`config.mk`:
```
export PLATFORM = sky130hd
export DESIGN_NAME = multicycle_alu_flat
export DESIGN_NICKNAME = d
export VERILOG_FILES = /design/src/rtl/malu_pkg.sv /design/src/rtl/malu_if.sv /design/src/rtl/malu_muldiv_core.sv /design/src/rtl/multicycle_alu.sv /design/src/flat_wrapper.sv
export SDC_FILE = /design/constraint.sdc
export NUM_CORES = 2
export LEC_CHECK = 0
export CAP_MARGIN = 20
export CORE_MARGIN = 2
export CORE_UTILIZATION = 55
export CTS_BUF_LIST = sky130_fd_sc_hd__clkbuf_2 sky130_fd_sc_hd__clkbuf_4 sky130_fd_sc_hd__clkbuf_8
export DETAILED_ROUTE_END_ITERATION = 12
export PLACE_DENSITY_LB_ADDON = 0.1
export SLEW_MARGIN = 20
export SYNTH_ARGS = -nofsm -noshare
export SYNTH_HDL_FRONTEND = slang
export SYNTH_HIERARCHICAL = 1
export SYNTH_SLANG_ARGS = --single-unit
```
`constraint.sdc`:
```
create_clock -name clk -period 7.5 [get_ports clk]
set_input_delay 1.5 -clock clk [delete_from_list [all_inputs] [get_ports clk]]
set_output_delay 1.5 -clock clk [all_outputs]
set_load 0.1 [all_outputs]
```
`src/rtl/malu_pkg.sv`:
```
`default_nettype none
// ============================================================================
//  Module      : malu_pkg
//  Description : Shared types and constants for the multicycle ALU: operation
//                codes, FSM states and carryFlag bit positions.
//  Revision    : 1.0 - initial release
// ============================================================================
package malu_pkg;

  // Operation codes carried on the 4-bit operation bus; 1011-1111 are illegal.
  typedef enum logic [3:0] {
    OP_PASSB  = 4'b0000,
    OP_ADDSUB = 4'b0001,
    OP_MUL    = 4'b0010,
    OP_DIV    = 4'b0011,
    OP_AND    = 4'b0100,
    OP_OR     = 4'b0101,
    OP_NOR    = 4'b0110,
    OP_SRL    = 4'b0111,
    OP_SLL    = 4'b1000,
    OP_SRA    = 4'b1001,
    OP_LUI    = 4'b1010
  } op_e;

  // Sequencer states for the iterative multiply/divide.
  typedef enum logic [1:0] {
    IDLE = 2'd0,
    MUL  = 2'd1,
    DIV  = 2'd2,
    FIX  = 2'd3
  } state_e;

  // Bit positions inside carryFlag.
  localparam int FLG_V = 0;
  localparam int FLG_N = 1;
  localparam int FLG_Z = 2;
  localparam int FLG_C = 3;

endpackage
`default_nettype wire

```
`src/rtl/malu_if.sv`:
```
`default_nettype none
// ============================================================================
//  Module      : malu_if
//  Description : Request/result bundle between the EX-stage control and the
//                multicycle ALU. master drives requests, slave is the ALU.
//  Revision    : 1.0 - initial release
// ============================================================================
interface malu_if #(
  parameter int WIDTH = 32
);
  logic             start;
  logic [3:0]       operation;
  logic [1:0]       sign;
  logic [WIDTH-1:0] A;
  logic [WIDTH-1:0] B;
  logic [WIDTH-1:0] Y;
  logic [WIDTH-1:0] outHI;
  logic [WIDTH-1:0] outLO;
  logic [3:0]       carryFlag;
  logic             div0;
  logic             busy;
  logic             done;

  modport master (
    output start, operation, sign, A, B,
    input  Y, outHI, outLO, carryFlag, div0, busy, done
  );

  modport slave (
    input  start, operation, sign, A, B,
    output Y, outHI, outLO, carryFlag, div0, busy, done
  );
endinterface
`default_nettype wire

```
`src/rtl/malu_muldiv_core.sv`:
```
`default_nettype none
// ============================================================================
//  Module      : malu_muldiv_core
//  Description : Iterative shift-add multiplier and restoring divider working
//                on operand magnitudes, with sign fix-up of the results.
//                Option macro MALU_EARLY_OUT_EN: finish a multiply as soon as
//                the remaining multiplier magnitude reaches zero.
//  Revision    : 1.0 - initial release
// ============================================================================
module malu_muldiv_core
  import malu_pkg::*;
#(
  parameter int WIDTH = 32
) (
  input  logic             clk,
  input  logic             reset,
  input  logic             load,
  input  logic             loadDiv,
  input  logic             loadSigned,
  input  logic [WIDTH-1:0] opA,
  input  logic [WIDTH-1:0] opB,
  input  logic             step,
  output logic             lastIter,
  output logic [WIDTH-1:0] resHi,
  output logic [WIDTH-1:0] resLo
);

  localparam int CW = $clog2(WIDTH);

  logic [CW-1:0]      r_count;
  logic [2*WIDTH-1:0] r_acc;      // mul: product; div: remainder in low half
  logic [2*WIDTH-1:0] r_mcand;    // mul: shifted multiplicand; div: divisor
  logic [WIDTH-1:0]   r_mplr;     // mul: remaining multiplier; div: dividend/quotient
  logic               r_isDiv;
  logic               r_negLo;    // negate product (mul) or quotient (div)
  logic               r_negHi;    // negate remainder (div)

  logic [WIDTH-1:0]   w_magA;
  logic [WIDTH-1:0]   w_magB;
  logic [2*WIDTH-1:0] w_accNext;
  logic [2*WIDTH-1:0] w_mcandNext;
  logic [WIDTH-1:0]   w_mplrNext;
  logic [WIDTH:0]     w_remShift;
  logic [WIDTH:0]     w_trial;
  logic [2*WIDTH-1:0] w_prod;
  logic [WIDTH-1:0]   w_remRaw;
  logic [WIDTH-1:0]   w_rem;
  logic [WIDTH-1:0]   w_quot;

  // Signed operations iterate on magnitudes; the MIN magnitude is still exact unsigned.
  assign w_magA = (loadSigned && opA[WIDTH-1]) ? -opA : opA;
  assign w_magB = (loadSigned && opB[WIDTH-1]) ? -opB : opB;

  // One multiply or divide iteration computed from the current register contents.
  always_comb begin
    w_accNext   = r_acc;
    w_mcandNext = r_mcand;
    w_mplrNext  = r_mplr;
    w_remShift  = {r_acc[WIDTH-1:0], r_mplr[WIDTH-1]};
    w_trial     = w_remShift - {1'b0, r_mcand[WIDTH-1:0]};
    if (r_isDiv) begin
      // Trial subtraction borrows (bit WIDTH set) exactly when the divisor does not fit.
      w_accNext  = {{WIDTH{1'b0}}, (w_trial[WIDTH] ? w_remShift[WIDTH-1:0] : w_trial[WIDTH-1:0])};
      w_mplrNext = {r_mplr[WIDTH-2:0], ~w_trial[WIDTH]};
    end else begin
      if (r_mplr[0]) begin
        w_accNext = r_acc + r_mcand;
      end
      w_mcandNext = {r_mcand[2*WIDTH-2:0], 1'b0};
      w_mplrNext  = {1'b0, r_mplr[WIDTH-1:1]};
    end
  end

`ifdef MALU_EARLY_OUT_EN
  assign lastIter = (r_count == CW'(WIDTH - 1)) || (!r_isDiv && (w_mplrNext == '0));
`else
  assign lastIter = (r_count == CW'(WIDTH - 1));
`endif

  // Operand capture on acceptance, then one iteration per step.
  always_ff @(posedge clk or posedge reset) begin
    if (reset) begin
      r_count <= '0;
      r_acc   <= '0;
      r_mcand <= '0;
      r_mplr  <= '0;
      r_isDiv <= 1'b0;
      r_negLo <= 1'b0;
      r_negHi <= 1'b0;
    end else if (load) begin
      r_count <= '0;
      r_acc   <= '0;
      r_isDiv <= loadDiv;
      r_negLo <= loadSigned & (opA[WIDTH-1] ^ opB[WIDTH-1]);
      r_negHi <= loadSigned & loadDiv & opA[WIDTH-1];
      if (loadDiv) begin
        r_mcand <= {{WIDTH{1'b0}}, w_magB};
        r_mplr  <= w_magA;
      end else begin
        r_mcand <= {{WIDTH{1'b0}}, w_magA};
        r_mplr  <= w_magB;
      end
    end else if (step) begin
      r_count <= r_count + CW'(1);
      r_acc   <= w_accNext;
      r_mcand <= w_mcandNext;
      r_mplr  <= w_mplrNext;
    end
  end

  // Sign fix-up: quotient truncates toward zero, remainder follows the dividend.
  assign w_prod   = r_negLo ? -r_acc : r_acc;
  assign w_quot   = r_negLo ? -r_mplr : r_mplr;
  assign w_remRaw = r_acc[WIDTH-1:0];
  assign w_rem    = r_negHi ? -w_remRaw : w_remRaw;
  assign resHi    = r_isDiv ? w_rem  : w_prod[2*WIDTH-1:WIDTH];
  assign resLo    = r_isDiv ? w_quot : w_prod[WIDTH-1:0];

endmodule
`default_nettype wire

```
`src/rtl/multicycle_alu.sv`:
```
`default_nettype none
// ============================================================================
//  Module      : multicycle_alu
//  Description : Clocked EX-stage ALU. Single-cycle ops write Y/flags on the
//                accepting edge; mul/div run through malu_muldiv_core with a
//                start/busy/done handshake and report on HI/LO.
//                Option macro MALU_EARLY_OUT_EN (see malu_muldiv_core).
//  Revision    : 1.0 - initial release
// ============================================================================
module multicycle_alu
  import malu_pkg::*;
#(
  parameter int WIDTH = 32,
  parameter int SHW   = $clog2(WIDTH)
) (
  input  logic  clk,
  input  logic  reset,
  malu_if.slave bus
);

  state_e           r_state;
  state_e           w_stateNext;
  logic             w_accept;
  logic             w_coreLoad;
  logic             w_step;
  logic             w_lastIter;
  logic [WIDTH-1:0] w_coreHi;
  logic [WIDTH-1:0] w_coreLo;

  logic [WIDTH-1:0] r_y;
  logic [WIDTH-1:0] r_hi;
  logic [WIDTH-1:0] r_lo;
  logic [3:0]       r_flags;
  logic             r_div0;
  logic             r_done;

  logic [WIDTH:0]   w_sum;
  logic [WIDTH:0]   w_diff;
  logic [SHW-1:0]   w_shamt;
  logic [WIDTH-1:0] w_yNew;
  logic             w_writeY;
  logic             w_cNew;
  logic             w_vNew;
  logic [3:0]       w_flagsNew;
  logic             w_bZero;

  assign w_bZero = (bus.B == '0);

  malu_muldiv_core #(.WIDTH(WIDTH)) u_core (
    .clk        (clk),
    .reset      (reset),
    .load       (w_coreLoad),
    .loadDiv    (bus.operation == OP_DIV),
    .loadSigned (bus.sign[0]),
    .opA        (bus.A),
    .opB        (bus.B),
    .step       (w_step),
    .lastIter   (w_lastIter),
    .resHi      (w_coreHi),
    .resLo      (w_coreLo)
  );

  // Sequencer state register.
  always_ff @(posedge clk or posedge reset) begin
    if (reset) r_state <= IDLE;
    else       r_state <= w_stateNext;
  end

  // Next state plus accept/load/step strobes; start is only looked at in IDLE.
  always_comb begin
    w_stateNext = r_state;
    w_accept    = 1'b0;
    w_coreLoad  = 1'b0;
    w_step      = 1'b0;
    case (r_state)
      IDLE: begin
        if (bus.start) begin
          w_accept = 1'b1;
          if (bus.operation == OP_MUL) begin
            w_coreLoad  = 1'b1;
            w_stateNext = MUL;
          end else if (bus.operation == OP_DIV && !w_bZero) begin
            w_coreLoad  = 1'b1;
            w_stateNext = DIV;
          end
        end
      end
      MUL, DIV: begin
        w_step = 1'b1;
        if (w_lastIter) w_stateNext = FIX;
      end
      FIX:     w_stateNext = IDLE;
      default: w_stateNext = IDLE;
    endcase
  end

  // Single-cycle datapath; add/sub derive carry/borrow and overflow for both sign modes.
  assign w_sum   = {1'b0, bus.A} + {1'b0, bus.B};
  assign w_diff  = {1'b0, bus.A} - {1'b0, bus.B};
  assign w_shamt = bus.A[SHW-1:0];

  always_comb begin
    w_yNew   = '0;
    w_writeY = 1'b1;
    w_cNew   = 1'b0;
    w_vNew   = 1'b0;
    case (bus.operation)
      OP_PASSB: w_yNew = bus.B;
      OP_ADDSUB: begin
        if (bus.sign[1]) begin
          w_yNew = w_diff[WIDTH-1:0];
          w_cNew = w_diff[WIDTH];
          w_vNew = (bus.A[WIDTH-1] != bus.B[WIDTH-1]) && (w_diff[WIDTH-1] != bus.A[WIDTH-1]);
        end else begin
          w_yNew = w_sum[WIDTH-1:0];
          w_cNew = w_sum[WIDTH];
          w_vNew = (bus.A[WIDTH-1] == bus.B[WIDTH-1]) && (w_sum[WIDTH-1] != bus.A[WIDTH-1]);
        end
      end
      OP_AND:  w_yNew = bus.A & bus.B;
      OP_OR:   w_yNew = bus.A | bus.B;
      OP_NOR:  w_yNew = ~(bus.A | bus.B);
      OP_SRL:  w_yNew = bus.B >> w_shamt;
      OP_SLL:  w_yNew = bus.B << w_shamt;
      OP_SRA:  w_yNew = $unsigned($signed(bus.B) >>> w_shamt);
      OP_LUI:  w_yNew = {bus.A[WIDTH/2-1:0], {(WIDTH/2){1'b0}}};
      default: w_writeY = 1'b0;   // mul, div and illegal codes leave Y alone
    endcase
    w_flagsNew        = '0;
    w_flagsNew[FLG_V] = w_vNew;
    w_flagsNew[FLG_N] = w_yNew[WIDTH-1];
    w_flagsNew[FLG_Z] = (w_yNew == '0);
    w_flagsNew[FLG_C] = w_cNew;
  end

  // Output registers: single-cycle results on acceptance, HI/LO when the core finishes.
  always_ff @(posedge clk or posedge reset) begin
    if (reset) begin
      r_y     <= '0;
      r_hi    <= '0;
      r_lo    <= '0;
      r_flags <= '0;
      r_div0  <= 1'b0;
      r_done  <= 1'b0;
    end else begin
      r_done <= 1'b0;
      if (w_accept) begin
        if (bus.operation == OP_DIV) begin
          if (w_bZero) begin
            r_div0 <= 1'b1;
            r_hi   <= bus.A;
            r_lo   <= '1;
            r_done <= 1'b1;
          end else begin
            r_div0 <= 1'b0;
          end
        end else if (bus.operation != OP_MUL) begin
          r_done <= 1'b1;
          if (w_writeY) begin
            r_y     <= w_yNew;
            r_flags <= w_flagsNew;
          end
        end
      end
      if (r_state == FIX) begin
        r_hi   <= w_coreHi;
        r_lo   <= w_coreLo;
        r_done <= 1'b1;
      end
    end
  end

  assign bus.Y         = r_y;
  assign bus.outHI     = r_hi;
  assign bus.outLO     = r_lo;
  assign bus.carryFlag = r_flags;
  assign bus.div0      = r_div0;
  assign bus.done      = r_done;
  assign bus.busy      = (r_state != IDLE);

endmodule
`default_nettype wire

```
`src/flat_wrapper.sv`:
```
// flat-port wrapper written by rule: the top's interface ports become plain ports
module multicycle_alu_flat import malu_pkg::*;
#(
  parameter int WIDTH = 32,
  parameter int SHW   = $clog2(WIDTH)
)
  (clk, reset, bus_start, bus_operation, bus_sign, bus_A, bus_B, bus_Y, bus_outHI, bus_outLO, bus_carryFlag, bus_div0, bus_busy, bus_done);
  malu_if #(.WIDTH(WIDTH)) bus_i ();
  input  logic clk;
  input  logic reset;
  input wire logic [$bits(bus_i.start)-1:0] bus_start;
  input wire logic [$bits(bus_i.operation)-1:0] bus_operation;
  input wire logic [$bits(bus_i.sign)-1:0] bus_sign;
  input wire logic [$bits(bus_i.A)-1:0] bus_A;
  input wire logic [$bits(bus_i.B)-1:0] bus_B;
  output wire logic [$bits(bus_i.Y)-1:0] bus_Y;
  output wire logic [$bits(bus_i.outHI)-1:0] bus_outHI;
  output wire logic [$bits(bus_i.outLO)-1:0] bus_outLO;
  output wire logic [$bits(bus_i.carryFlag)-1:0] bus_carryFlag;
  output wire logic [$bits(bus_i.div0)-1:0] bus_div0;
  output wire logic [$bits(bus_i.busy)-1:0] bus_busy;
  output wire logic [$bits(bus_i.done)-1:0] bus_done;
  assign bus_i.start = bus_start;
  assign bus_i.operation = bus_operation;
  assign bus_i.sign = bus_sign;
  assign bus_i.A = bus_A;
  assign bus_i.B = bus_B;
  assign bus_Y = bus_i.Y;
  assign bus_outHI = bus_i.outHI;
  assign bus_outLO = bus_i.outLO;
  assign bus_carryFlag = bus_i.carryFlag;
  assign bus_div0 = bus_i.div0;
  assign bus_busy = bus_i.busy;
  assign bus_done = bus_i.done;
  multicycle_alu #(.WIDTH(WIDTH), .SHW(SHW)) u_core (.clk(clk), .reset(reset), .bus(bus_i));
endmodule
```
==> results.toml <==
[outcome]
status = "finished, final reports clean"

[sta]
finalCriticalPeriod_ps = 5590
tightest_slew_ps = 1190
drv_slew = 0
rsz0062_at_grt = "no"
holdWs_ps = 488
finalSetupViolations = 0
tns_ps = 0
fin_crit_sh_pct = 74.6
finalHoldViolations = 0
relSlewSlack_pct = 19.7
fin_skew_ps = 78.7
clock.fmax_ghz = 0.179

[logic_synthesis]
yosysTopAreaCell = "dfrtp_1"
syn_area_um2 = 32100
synth_common_cells = "nand2_1 (466), a21oi_1 (406), o21ai_0 (376), nor2_1 (345), dfrtp_1 (271)"
synth_seq_area_share_pct = 21.1
syn_nets = 4510
synth_top_area_share_pct = 21.1
synth_area_leaders = "dfrtp_1 (21%), ha_1 (7.8%), a21oi_1 (6.3%)"
synthArstFlopShare_pct = 100
yosysUniqueCellTypes = 107
yosys_warnings = 6
synth.ff_latch_count = 271
synth_edf_count = 0
syn_inst = 4232
synth_flop_cell = "dfrtp_1"
syn_area_per_cell_um2 = 7.59
synth_most_common_cell = "nand2_1"

[worst_setup_path]
worstPathRequired_ps = 8030
criticalPathCategory = "in2reg"
worstSetupStartpointType = "primary input"
critPathMaxFanout = 10
worstPathArrival_ps = 6120
end_kind = "flop"

[detailed_routing]
wire_per_inst_um = 26.8
num_vias = 34500
drc = 0
dr.pass1.iters = 8
wirelength_um = 135000
drtIter0Drc = 5406
antenna_left = 0
via_per_inst = 6.86

[floorplanning]
coreArea_um2 = 57700
die_w_um = 246
io_pins = 176
rows = 88
initial_core_util_pct = 55.7
dieHeight_um = 246
dieArea_um2 = 60400

[layout]
drive_above_1_share_pct = 7.81
register_area_um2 = 6790
area_growth_pct = 10.2
fill_cells = 5424
layout.nets = 4501
multiInputGateArea_um2 = 23300

[power_and_ir_drop]
ir_drop_uv = 694
p_per_area_nw_per_um2 = 434
leakagePower_nw = 15.0
total_power_mw = 15.4

[clocking]
cts.hold.buffers_added = 0
postCtsSetupBuffers = 0
cts.path.max_buffers = 3
ctsResizeCount = 0
cts_buffers = 52
htreeDepth = 2
cts_tree = "yes"
cts_root_buf = "clkbuf_8"
cts.sinks = 271
clock_latency_ps = 700
clk_pin_slew_ps = 60

[placed_design]
place.gp.congestion = 1.09
dp_hpwl_um = 101000
port_buffers = 175

[global_routing]
antenna_found_initial = 6
grt_pass1_wl_um = 198000
grt_max_degree = 147
grt_pass1_vias = 30700
grt_overflow = 0
track_usage_pct = 43.3

[hold_path]
hp-class = "reg2reg"

[job]
maxCapViolations = 0
[final timing paths]
path	start	cells past startpoint	slack (ps)	to
hold / removal	u_core/bus.Y[26]$_DFFE_PP0P_	2	490	u_core/bus.Y[26]$_DFFE_PP0P_
hold reg to reg	u_core/bus.Y[26]$_DFFE_PP0P_	2	490	u_core/bus.Y[26]$_DFFE_PP0P_
setup reg to reg	u_core/u_core/r_acc[0]$_DFFE_PP0P_	15	2330	u_core/bus.outHI[20]$_DFFE_PP0P_
setup / recovery	bus_A[5]	14	1910	u_core/bus.carryFlag[2]$_DFFE_PP0P_
min in group asynchronous	reset	2	1300	u_core/u_core/r_negHi$_DFFE_PP0P_
max in group asynchronous	reset	3	4770	u_core/bus.Y[6]$_DFFE_PP0P_
[cells in the final DEF, fill, tap and decap left out, types with 40 or more instances in the layout]
cell / n
ha_1: 199
inv_1: 207
nand2_1: 466
xnor2_1: 159
a22o_1: 40
or3_1: 50
nor2_1: 343
nand4_1: 46
buf_4: 84
mux2i_1: 184
xor2_1: 130
o21ai_0: 375
o31ai_1: 56
dfrtp_1: 269
clkdlybuf4s50_1: 168
nand3_1: 62
a21oi_1: 405
nor3_1: 73
clkbuf_8: 66
o211ai_1: 71
a21o_1: 66
[registers in the layout, indices dropped and copies added (netlist names)]
register               flops
u_core/u_core/r_mplr      32
u_core/u_core/r_negHi      1
u_core/u_core/r_acc       64
u_core/u_core/r_negLo      1
u_core/u_core/r_count      5
u_core/bus.outLO          32
u_core/bus.done            1
u_core/u_core/r_mcand     64
u_core/bus.div0            1
u_core/r_state             2
u_core/bus.Y              31
u_core/bus.outHI          32
u_core/u_core/r_isDiv      1
u_core/bus.carryFlag       4
[critical path, stage by stage]
cell	delay [ps]
clkdlybuf4s50_1	930
inv_1	100
ha_1	580
and2_1	240
o211ai_1	190
a21o_1	270
a2111oi_4	440
o21ai_0	240
a21o_1	220
a21oi_1	260
mux2_2	380
a211oi_1	360
nand4_1	160
o31ai_2	250
[metal layers]
layer / vias up / share of wire (%) / global-route usage (%)
met3: 402 / 14 / 14.6
met4: 10 / 5.1 / 18.3
met5: - / 0.11 / 1.06
met2: 2337 / 39 / 58.9
li1: 15300 / - / -
met1: 16400 / 41 / 61.6
[cell families (layout without fill, tap and decap cells)]
| group | after synthesis | after routing | share of synthesized area, % |
|---|---|---|---|
| flip-flops | 271 | 271 | 21.1 |
| AO/OA/AOI/OAI | 1396 | 1396 | 27.6 |
| adder cells (fa/ha/maj) | 205 | 205 | 8.07 |
| multiplexers | 261 | 261 | 9.98 |
| buffers and inverters | 535 | 569 | 6.79 |
| XOR/XNOR | 289 | 289 | 7.88 |
| other | 0 | 5 | 0 |
| AND/OR/NAND/NOR | 1275 | 1275 | 18.6 |
[stage by stage]
stage	setup slack, ps	utilization (%)	cell area (um^2)	cells
after global routing	1670	61.4	35400	5033
after detailed placement	1400	59.3	34200	4934
after floorplan	1450	-	32100	4232
after CTS	2010	61.4	35400	5031
after global placement	1450	59.3	34200	4934
final	1910	61.4	35400	5036
[cell type report]
class | count | area share (%)
flip-flops and latches | 271 | 19.2
repair buffers | 259 | 6.71
well taps | 765 | 2.70
clock inverters | 20 | 0.590
multi-input cells | 3426 | 65.7
inverters | 213 | 2.28
clock buffers | 77 | 2.80
diodes | 5 | 0.0353
[power by group]
part	internal [mW]	switching, mW	leakage [nW]	total, mW
Sequential	2.05	0.860	3.26	2.91
Clock	0.962	0.728	0.640	1.69
Combinational	3.50	7.27	11.1	10.8
Note: power is estimated with default switching activity, not from simulation.
